[config.mk]
export PLATFORM = sky130hd
export DESIGN_NAME = shift_serializer_ctrl
export DESIGN_NICKNAME = d
export VERILOG_FILES = /design/src/rtl/shift_serializer_ctrl.sv
export SDC_FILE = /design/constraint.sdc
export NUM_CORES = 1
export LEC_CHECK = 0
export CAP_MARGIN = 20
export CELL_PAD_IN_SITES_DETAIL_PLACEMENT = 0
export CELL_PAD_IN_SITES_GLOBAL_PLACEMENT = 1
export CORE_MARGIN = 10
export CORE_UTILIZATION = 33
export DETAILED_ROUTE_END_ITERATION = 6
export PLACE_DENSITY = 0.82
export SYNTH_ARGS = -nofsm -noshare
export SYNTH_HDL_FRONTEND = slang
export SYNTH_SLANG_ARGS = --single-unit
[constraint.sdc]
create_clock -name CLK -period 1.35 [get_ports CLK]
set_input_delay 0.27 -clock CLK [delete_from_list [all_inputs] [get_ports CLK]]
set_output_delay 0.27 -clock CLK [all_outputs]
set_load 0.01 [all_outputs]
[src/rtl/shift_serializer_ctrl.sv]
// Parallel-in, serial-out transmit stage with valid/ready on both sides.
// Bit order is latched per word; back-to-back words load on the last-bit cycle.
module shift_serializer_ctrl #(
  parameter int WIDTH = 4,
  parameter int CW    = $clog2(WIDTH)
) (
  input  logic             CLK,
  input  logic             Clear,
  input  logic [WIDTH-1:0] I_par,
  input  logic             load_valid,
  output logic             load_ready,
  input  logic             dir,
  output logic             ser_out,
  output logic             ser_valid,
  input  logic             ser_ready,
  output logic             busy,
  output logic             done
);

  // state    | meaning
  // ST_IDLE  | no word held, ready for a load
  // ST_SHIFT | word in flight, ser_out valid, r_cnt = bits left after this one
  typedef enum logic {
    ST_IDLE  = 1'b0,
    ST_SHIFT = 1'b1
  } state_t;

  localparam logic [CW-1:0] LP_CNT_LOAD = CW'(WIDTH - 1);

  state_t           r_state, w_state_nxt;
  logic [WIDTH-1:0] r_sr, w_sr_nxt;
  logic [CW-1:0]    r_cnt, w_cnt_nxt;
  logic             r_dir, w_dir_nxt;
  logic             r_done, w_done_nxt;
  logic             w_xfer;
  logic             w_load;
  logic             w_last;

  always_ff @(posedge CLK) begin
    if (Clear) begin
      r_state <= ST_IDLE;
      r_sr    <= '0;
      r_cnt   <= '0;
      r_dir   <= 1'b0;
      r_done  <= 1'b0;
    end else begin
      r_state <= w_state_nxt;
      r_sr    <= w_sr_nxt;
      r_cnt   <= w_cnt_nxt;
      r_dir   <= w_dir_nxt;
      r_done  <= w_done_nxt;
    end
  end

  always_comb begin
    w_state_nxt = r_state;
    w_sr_nxt    = r_sr;
    w_cnt_nxt   = r_cnt;
    w_dir_nxt   = r_dir;
    w_done_nxt  = 1'b0;

    ser_valid  = (r_state == ST_SHIFT);
    busy       = (r_state == ST_SHIFT);
    done       = r_done;
    w_last     = (r_cnt == '0);
    // Ready on the last-bit cycle lets the next word follow with no bubble.
    load_ready = (r_state == ST_IDLE) || ((r_state == ST_SHIFT) && w_last && ser_ready);
    w_xfer     = ser_valid && ser_ready;
    w_load     = load_valid && load_ready;
    ser_out    = ser_valid ? (r_dir ? r_sr[WIDTH-1] : r_sr[0]) : 1'b0;

    case (r_state)
      ST_IDLE: begin
        if (w_load) begin
          w_sr_nxt    = I_par;
          w_dir_nxt   = dir;
          w_cnt_nxt   = LP_CNT_LOAD;
          w_state_nxt = ST_SHIFT;
        end
      end
      ST_SHIFT: begin
        if (w_xfer) begin
          w_done_nxt = w_last;
          if (!w_last) begin
            w_sr_nxt  = r_dir ? {r_sr[WIDTH-2:0], 1'b0} : {1'b0, r_sr[WIDTH-1:1]};
            w_cnt_nxt = r_cnt - 1'b1;
          end else if (w_load) begin
            w_sr_nxt    = I_par;
            w_dir_nxt   = dir;
            w_cnt_nxt   = LP_CNT_LOAD;
            w_state_nxt = ST_SHIFT;
          end else begin
            w_sr_nxt    = '0;
            w_state_nxt = ST_IDLE;
          end
        end
      end
      default: w_state_nxt = ST_IDLE;
    endcase
  end

endmodule

==> results.json, run 1 <==
{
  "run_status": "complete, but fails checks",
  "violations": "negative setup slack",
  "final_nets": 100,
  "cts_made_buffers": 3,
  "cts.sinks": 9,
  "yosys.cell_types.count": 29,
  "met1Wirelength_um": 650,
  "io_pins": 14,
  "cts_root_buf": "clkbuf_4",
  "synth.largest_area_cell": "dfxtp_1",
  "syn-cell-area_um2": 541,
  "highest_layer": "met4",
  "std_cell_rows": 14,
  "crit_start": "r_cnt[0]$_SDFFE_PP0N_",
  "cts_max_level": 1,
  "clk_path_buf_depth": 2,
  "yosysSeqAreaShare_pct": 33.3,
  "r2r_slack_ns": 0.08,
  "worst_hold_slack_ns": 0.523,
  "synth-edff-count": 0,
  "path_class": "flip-flop to output port",
  "tightest_slew_ns": 0.340,
  "cts_tree": "done",
  "clock_latency_ns": 0.26,
  "diodes": 0,
  "num_vias": 533,
  "p_int_w": 0.000523,
  "holdBufCountCts": 0,
  "cpPeakStageDelay_ns": 0.39,
  "hold_viol_final": 0,
  "worst_ep_required_time_ns": 1.08,
  "ir_drop_v": 0.000556,
  "min_path_type": "flip-flop to flip-flop",
  "drc": 0,
  "drv_slew": 0,
  "ys.flop_type": "dfxtp_1",
  "period_needed_ns": 1.41,
  "path_delay_family": "simple AND/OR/NAND/NOR gates",
  "slew_headroom_pct": 77.0,
  "fmax_mhz": 710,
  "dieHeight_um": 60.5,
  "clk_pin_slew_ns": 0.06,
  "cp-start-kind": "flip-flop",
  "wl_per_cell_um": 12.9,
  "grtUsageTotal_pct": 8.51,
  "dr_wl_met2_um": 583,
  "drive_above_1_share_pct": 31.1,
  "grt_max_degree": 10,
  "ant_nets": 0,
  "power_w": 0.000722,
  "rr_endpoint": "r_sr[0]$_SDFFE_PP0P_",
  "portBuffers": 13,
  "worst-path-stages": 3,
  "grt_pass1_wl_um": 2350,
  "core_mm2": 0.00152,
  "clkPwrFrac_pct": 29.0,
  "overflow": 0,
  "dp_slack_ns": -0.640,
  "dr.pass1.iters": 4,
  "routabilityCongestion": 0.721,
  "cap_violations": 0,
  "syn_to_final_growth_pct": 45.1,
  "critical_path_arrival_ns": 1.14,
  "reg2reg_depth": 4,
  "crit_path_end": "load_ready",
  "yosys-top-cells-count": "dfxtp_1 (9), nand2_1 (6), nor2_1 (6), inv_1 (4), nand2b_1 (4)",
  "initial_utilization_pct": 35.5,
  "grt_pass1_vias": 568,
  "holdPathStages": 2,
  "yosysMostFrequentCell": "dfxtp_1",
  "worstPathCellList": "or3b_4 > nand2_1 > buf_2",
  "async_flop_share_pct": 0,
  "die_x_um": 60.5,
  "yosys_warnings": 0,
  "avgSynthCellArea_um2": 8.58,
  "p_per_area_mw_per_mm2": 920,
  "timing.final.crit_share_pct": 104,
  "wl_um": 1370,
  "post-cts-setup-buffer-count": 0,
  "dieArea_mm2": 0.00366,
  "crit_buf_inv": 1,
  "antenna_found_initial": 0,
  "synthTopCellsByArea": "dfxtp_1 (33%), nand2b_1 (4.6%), mux2_2 (4.2%), nand2_1 (4.2%), nor2_1 (4.2%)",
  "num-fill-cells": 156,
  "setup_slack_ns": -0.0587,
  "dr.first_iter.drc_count": 5,
  "wl_met3_um": 100,
  "synthCells": 63,
  "rsz0062_at_grt": "true",
  "hpwlAfterDp_um": 1120,
  "via_per_inst": 5.03,
  "critPathSlowestCell": "or3b_4",
  "p_leak_nw": 0.343,
  "synth-seq-cells": 9,
  "final_core_util_pct": 51.5,
  "combinationalPowerShare_pct": 29.2,
  "crit_path_end_kind": "output port",
  "crit_fanout": 2,
  "netSwitchingFraction_pct": 27.6,
  "r2r-start": "busy$_SDFF_PP0_",
  "setup_violations": 1,
  "finClkSkew_ns": 0.00231,
  "synth_nets": 72,
  "net-switching-power_w": 0.000199,
  "synth_top_area_share_pct": 33.3,
  "pwr-share-seq_pct": 41.8
}
==> repair_timing <==
item	4_1_cts	5_1_grt
gates resized for setup	14	0
pin swaps	2	0
endpoints found under the setup margin	6	3
==> layout by cell type, fill, tap and decap left out, drive strengths merged, types with 4 or more instances in the layout <==
master and count:
inv 4, dlygate4sd2 4, nand2 6, dfxtp 9, clkdlybuf4s50 7, nor2 6, nand2b 4, buf 17
clkbuf 4, o21ai 4
==> cells by family (layout without fill, tap and decap cells) <==
family / after synthesis / count (layout) / synth area share [%]
mux: 5 / 5 / 10.6
compound gates: 18 / 18 / 24.3
flops: 9 / 9 / 33.3
simple gates: 22 / 22 / 22.9
buf+inv: 9 / 36 / 8.80
==> state kept, by name, summed over array words and instances, names as in the netlist <==
name / count
r_dir: 1
r_cnt: 2
done: 1
r_sr: 4
busy: 1
==> through the flow <==
step	std cells	TNS, ns	area, um2
5_1_grt	106	-0.132	785
3_5_place_dp	102	-2.24	771
3_3_place_gp	102	-2.11	771
2_1_floorplan	63	0	541
6_report	106	-0.0587	785
4_1_cts	106	-0.0704	785
==> cell type report <==
cell class / count / area [um2] / area share, %
Timing Repair Buffer: 28 / 228 / 29.0
Inverter: 4 / 15.0 / 1.91
Tap cell: 16 / 20.0 / 2.55
Clock buffer: 4 / 26.3 / 3.35
Multi-Input combinational cell: 45 / 313 / 39.9
Sequential cell: 9 / 183 / 23.3
==> worst reg2reg max path: cells and delay by family, from the launching register on <==
family	cells	cell delay [ns]
flops	1	0.33
mux	1	0.30
buf+inv	1	0.14
compound gates	1	0.24
simple gates	1	0.14
==> routing by layer <==
layer	vias to the layer above	track usage, %
li1	278	-
met3	4	3.97
met5	-	0
met4	0	6.90
met2	13	11.8
met1	238	9.76
==> power by group through the flow <==
stage          Clock [W]  Combinational [W]  Sequential, W
2_1_floorplan          0           0.000116       0.000308
3_3_place_gp           0           0.000215       0.000306
3_5_place_dp           0           0.000219       0.000307
4_1_cts         0.000217           0.000212       0.000302
5_1_grt         0.000228           0.000234       0.000305
6_report        0.000209           0.000211       0.000302
==> worst min-delay path by stage <==
stage                                 to  slack (ns)            startpoint
floorplan                busy$_SDFF_PP0_        0.39            load_valid
global placement    r_sr[1]$_SDFFE_PP0P_        0.50  r_sr[1]$_SDFFE_PP0P_
detailed placement  r_sr[2]$_SDFFE_PP0P_        0.51  r_sr[2]$_SDFFE_PP0P_
CTS                 r_sr[2]$_SDFFE_PP0P_        0.52  r_sr[2]$_SDFFE_PP0P_
global route        r_sr[1]$_SDFFE_PP0P_        0.57  r_sr[1]$_SDFFE_PP0P_
finish              r_sr[2]$_SDFFE_PP0P_        0.52  r_sr[2]$_SDFFE_PP0P_
(Power assumes the default switching activity.)
==> inputs of run 2 (changes only) <==
--- a/config.mk
+++ b/config.mk
@@ -10,6 +10,7 @@
 export CELL_PAD_IN_SITES_GLOBAL_PLACEMENT = 1
 export CORE_MARGIN = 10
 export CORE_UTILIZATION = 33
+export CTS_CLUSTER_SIZE = 8
 export DETAILED_ROUTE_END_ITERATION = 6
 export PLACE_DENSITY = 0.82
 export SYNTH_ARGS = -nofsm -noshare
==> results of run 2 <==
Same layout as run 1: the final DEF is identical, and so are final timing and power.
